## config.mk

```make
export PLATFORM = sky130hd
export DESIGN_NAME = rtc_timekeeper
export DESIGN_NICKNAME = d
export VERILOG_FILES = /design/src/rtl/rtc_timekeeper.sv
export SDC_FILE = /design/constraint.sdc
export NUM_CORES = 1
export LEC_CHECK = 0
export CAP_MARGIN = 15
export CORE_ASPECT_RATIO = 1.2
export CORE_UTILIZATION = 42
export CTS_CLUSTER_SIZE = 8
export DETAILED_ROUTE_END_ITERATION = 16
export PLACE_DENSITY = 0.82
export SYNTH_ARGS = -nofsm -noshare
export SYNTH_HDL_FRONTEND = slang
export SYNTH_SLANG_ARGS = --single-unit
```

## constraint.sdc

```tcl
create_clock -name clk -period 2.02 [get_ports clk]
set_input_delay 0.202 -clock clk [delete_from_list [all_inputs] [get_ports clk]]
set_output_delay 0.202 -clock clk [all_outputs]
set_load 0.005 [all_outputs]
```

## src/rtl/rtc_timekeeper.sv

```systemverilog
// rtc_timekeeper: hh:mm:ss day counter with clk prescaler, time load and optional alarm (RTC_ALARM_EN)
module rtc_timekeeper #(
  parameter int CLK_DIV = 1,
  parameter int HOURS_PER_DAY = 24
) (
  input  logic       clk,
  input  logic       rst,
  input  logic       en,
  input  logic       load,
  input  logic [5:0] load_sec,
  input  logic [5:0] load_min,
  input  logic [5:0] load_hour,
  input  logic       alarm_en,
  input  logic [5:0] alarm_min,
  input  logic [5:0] alarm_hour,
  output logic [5:0] sec,
  output logic [5:0] min,
  output logic [5:0] hour,
  output logic       sec_tick,
  output logic       day_wrap,
  output logic       load_err,
  output logic       alarm_hit
);
  localparam int DW = CLK_DIV > 1 ? $clog2(CLK_DIV) : 1;
  localparam logic [DW-1:0] DIV_MAX = DW'(CLK_DIV - 1);
  localparam logic [5:0] HOUR_MAX = 6'(HOURS_PER_DAY - 1);
  logic [DW-1:0] div_cnt;
  logic adv, valid, s_end, m_end, h_end, hit;
  logic [5:0] nsec, nmin, nhour;
  // advance detect, load validity and the next time after one advance
  always_comb begin
    adv = en && div_cnt == DIV_MAX;
    valid = load_sec < 6'd60 && load_min < 6'd60 && load_hour <= HOUR_MAX;
    s_end = sec == 6'd59;
    m_end = min == 6'd59;
    h_end = hour == HOUR_MAX;
    nsec = s_end ? 6'd0 : sec + 6'd1;
    nmin = !s_end ? min : m_end ? 6'd0 : min + 6'd1;
    nhour = !(s_end && m_end) ? hour : h_end ? 6'd0 : hour + 6'd1;
  end
`ifdef RTC_ALARM_EN
  assign hit = alarm_en && s_end && nmin == alarm_min && nhour == alarm_hour;
`else
  logic unused_alarm;
  assign unused_alarm = ^{alarm_en, alarm_min, alarm_hour};
  assign hit = 1'b0;
`endif
  // load wins over a coincident advance; an invalid load also blocks that advance
  always_ff @(posedge clk or posedge rst) begin
    if (rst) begin
      div_cnt <= '0;
      sec <= '0;
      min <= '0;
      hour <= '0;
      sec_tick <= 1'b0;
      day_wrap <= 1'b0;
      load_err <= 1'b0;
      alarm_hit <= 1'b0;
    end else begin
      sec_tick <= 1'b0;
      day_wrap <= 1'b0;
      load_err <= 1'b0;
      alarm_hit <= 1'b0;
      if (load) begin
        load_err <= !valid;
        if (valid) begin
          sec <= load_sec;
          min <= load_min;
          hour <= load_hour;
          div_cnt <= '0;
        end
      end else if (en) begin
        div_cnt <= adv ? '0 : div_cnt + DW'(1);
        if (adv) begin
          sec <= nsec;
          min <= nmin;
          hour <= nhour;
          sec_tick <= 1'b1;
          day_wrap <= s_end && m_end && h_end;
          alarm_hit <= hit;
        end
      end
    end
  end
endmodule
```

Word level (Yosys, flattened, before mapping):

Cells that the tools add are included.

* $add $sub $neg: 4
* $lt $le $gt $ge: 3
* equal/unequal tests: 4
* muxes and demuxes: 28
* bitwise logic cells: 1
* reductions and logical operators: 14

Operator list (count)
* 6-bit two-way mux: 17
* 6-bit by 1-bit adder with 6-bit output, second input constant: 3
* 6-bit equality test, second input constant: 2
* 6-bit < comparator, second input constant: 2
* 1-bit two-way mux: 11
* 4-bit AND reduction: 2
* 2-bit nonzero test: 4
* 6-bit by 5-bit equality test with 1-bit output, second input constant: 1
* 6-bit by 5-bit less-or-equal comparator with 1-bit output, second input constant: 1
* 1-bit logical AND: 5
* 3-bit AND reduction: 1
* 2-bit by 1-bit inequality test with 1-bit output, second input constant: 1
* 2-bit AND reduction: 1
* 1-bit adder, second input constant: 1
* 1-bit zero test: 1
* 1-bit inverter: 1

* register bits: 22
* bits of input ports: 35
* output and inout bits: 22
* word-level logic and storage cells: 61

Longest topological paths before layout:

* depth after elaboration: 6
* depth in mapped cells: 7
* depth with buffers taken out: 6

Least setup slack after synthesis:

Ideal clock, no wire load.

* path kind: reg-to-reg
* start: register min[0]
* end: register hour[3]
* library setup time: 0.121 ns
* arrival: 1.403 ns
* required time: 1.899 ns
* path slack: 0.496 ns
* cell stages (with the launch flop): 7
* buffers on the path: 0
* clock period less this slack: 1.524 ns
* cells stage by stage: dfrtp_1 > ha_1 > nand4_1 > or2_1 > o21ai_2 > o21ai_0 > a22o_1

* longest elaborated chain between the ends: 4

RTL lines
* from (decl): line 17 `output logic [5:0] min,`
* from (signal assigned): line 68 `min <= load_min;`
* from (signal assigned): line 76 `min <= nmin;`
* 6-bit equality test: line 35 `m_end = min == 6'd59;`
* 1-bit logical AND: line 39 `nhour = !(s_end && m_end) ? hour : h_end ? 6'd0 : hour + 6'd1;`
* 2-bit nonzero test (no source line)
* 4-bit AND reduction (no source line)
* to (signal assigned): line 69 `hour <= load_hour;`
* to (signal assigned): line 77 `hour <= nhour;`
* to (decl): line 18 `output logic [5:0] hour,`

Every way passes these cells.
A chain may end at the register's enable or synchronous reset.

Worst setup path in the final report:

* start: register min[0]
* end: register hour[2]

The elaborated chain is that of the path after synthesis.

==> impl_results.md <==
- Leading area contributor after synthesis: dfrtp_1
- Post-synthesis adder-cell area fraction: approximately 2.9%
- Total leakage power: 0.7461 nW
- Fin. Hold Viols: 0
- Post-CTS Resized: 0
- Final Slew Violations: 0
- Yosys top cell area share: between 40% and 50%
- Initial DRC count: between 40 and 50
- YS warnings: 0
- Post-CTS Setup Repair Bufs: 0
- Global-route wire length before repair: slightly above 5000 um
- Detailed-route via count: roughly 1300
- H-tree depth: 1
- Critical Path Source Type: flop
- Initial core utilization: a little under half
- Final RePlAce weighted congestion: 0.8348
- VDD IR max: a little over 400 uV
- Row cnt: 21
- Multi-input gate area: ~660 um2
- PortBufs: between 40 and 50
- Main combinational cell family by area after synthesis: compound AO/OA/AOI/OAI gates
- Cts hold-fix bufs: 0
- Reg-to-Reg End: hour[2]
- Die Width: between 50 and 60 um
- Maxcap violations: 0
- Core Region: 2890 um2
- # setup viols final: 0
- Post-Route WL: about 3000 um
- Clock Sinks: 22
- Fin crit period: between 1.5 and 2 ns
- Metal3 WL: approximately 100 um
- Nets: around 230
- PnR worst setup slack: 0.1695 ns
- Outcome: complete, no violations
- Crit end category: flop
- Unrepaired setup endpoints after global routing: no
- Tot GR Track Use: 20.07%
- N_diodes: 0
- Layout fillers: about 260
- Initial antenna violation count: 0
- Final Cycle Share: about nine tenths
- Skew final: just over 0.01 ns
- Met1 wire length: about 1200 um
- R2r setup slk: around 0.17 ns
- DP Worst Slack: around 0.12 ns
- Mapped Area: ~1300 um2
- Post-synthesis sequential area ratio: 42.02%
- Top Ports: 57
- Synth Area in Compound Gates: between 20% and 30%
- Peak Freq: between 500 and 600 MHz
- Area delta synth->final: 35.82%
- Largest net degree at the start of global routing: 23
- Worst r2r src: min[0]
- Cell count after synthesis: ~150
- Post-Synth XOR/XNOR Area: less than 1%
- Root Buffer: clkbuf_4
- Vias in the first global route: between 1000 and 1500
- CTS tree: built
- Worst setup path startpoint: min[0]
- Count of cell types in the netlist: 41
- Simple logic cell fraction of the synthesized area: around 22%
- Remaining antenna violation count: 0
- Synth Net Count: about 180
- FFs w/ async S/R, synth: 100.0%
- Number of CTS-inserted buffers: 3
- Worst r2r path cells: 7
- Reg clk slew, reported paths: 0.13 ns
- Worst hold-check path type: primary input to async pin
- DR pass1 iterations: 4
- Die area: ~3300 um2
- Worst path required time: between 2 and 2.5 ns
- Clk_lat worst skew: 0.32 ns
- Synth Register Bits: 22
- Setup CP Type: flop to flop
- FF+latch area: between 500 and 600 um2
- Wire length per cell: 13.58 um
- Max clock buf depth: 2
- Worst EP arrival: ~2.1 ns
- Most frequent cells in the layout: 42 x clkdlybuf4s50_1, 22 x dfrtp_1, 19 x a21oi_1
- Power density cells: approximately 850 nW/um2
- Top Layer Used: met4
- Met2 WL: around 1600 um
- Top post-synthesis cells by area: dfrtp_1 42%, a21oi_1 7.3%, nand3_1 3.8%
- Avg Synthesized Cell Area: between 8 and 9 um2
- Setup TNS: 0 ns
- Drt drc: 0
- HPWL after DPL: roughly 2400 um
- Share of layout cells above drive strength 1: under 10%
- EDFF count, synth: 0
- Multiplexer share of the synthesized area: roughly 2.3%
- Total grt overflow: 0
- Worst Path Max Fanout: 7
- Ys flop type: dfrtp_1
- Via density: 5.707
- Die span in y: ~63 um
- Most common cell after layout, fill and taps aside: clkdlybuf4s50_1
critical path: stages, from the launching register on:
cell and delay (ns):
dfrtp_1 0.43, ha_1 0.24, nand4_1 0.14, or2_1 0.27, o21ai_2 0.32, buf_4 0.22
nand3_1 0.08, o221ai_1 0.08
cells in the mapped netlist, types with 2 or more instances:
cell and number:
a21oi_2 3, o21ai_2 2, dfrtp_1 22, a21oi_1 19
a22o_1 2, o21ai_0 3, inv_1 11, nor2_1 12
buf_6 3, mux2i_1 3, o22ai_1 5, nand4_1 5
ha_1 3, nand3_1 10, nand2_1 5, nor3_1 8
buf_2 3, and3_1 3, o2bb2ai_1 2
flip-flops by register name, summed over array words and instances (netlist names):
signal and cells:
div_cnt 1, min 6, sec 6, sec_tick 1, load_err 1, day_wrap 1, hour 6
layout make-up:
| cell class | count | area share [%] |
|---|---|---|
| Sequential cell | 22 | 30.94 |
| Inverter | 11 | 2.321 |
| Timing Repair Buffer | 46 | 25.32 |
| Multi-Input combinational cell | 105 | 36.99 |
| Tap cell | 34 | 2.391 |
| Clock buffer | 4 | 2.039 |
worst max-delay path by stage:
stage | endpoint | cells past startpoint
6_report | hour[2] | 7
5_1_grt | hour[2] | 7
4_1_cts | hour[2] | 7
3_5_place_dp | hour[2] | 6
3_3_place_gp | hour[2] | 7
2_1_floorplan | hour[3] | 6
metal layers:
metal	GRT usage [%]	up-vias
li1	-	620
met1	22.65	604
met2	35.28	35
met3	1.449	8
met4	11.84	0
met5	0	-
cell families after synthesis:
group                      count (synthesis)
buffers and inverters                     19
other                                      1
muxes                                      3
and+or+nand+nor                           52
xor gates and xnor gates                   1
adders and majority gates                  3
DFF                                       22
AOI/OAI and AO/OA                         45
stage by stage:
stage	util, %	hold slack (ns)	area, um2	std cells	power, mW
finish	61.56	0.2145	1779	222	1.516
global route	61.56	0.2341	1779	222	1.629
CTS	61.56	0.2120	1779	222	1.528
detailed placement	60.30	0.5113	1743	218	1.277
global placement	60.30	0.4936	1743	218	1.252
floorplan	-	0.1912	1310	146	0.9594
report_power, final:
part / switching, mW / leakage (nW) / internal [mW] / total [mW]
registers: 0.134 / 0.268 / 0.539 / 0.673
clock network: 0.137 / 0.0210 / 0.110 / 0.247
logic: 0.246 / 0.457 / 0.349 / 0.595
Note: power is estimated with default switching activity, not from simulation.
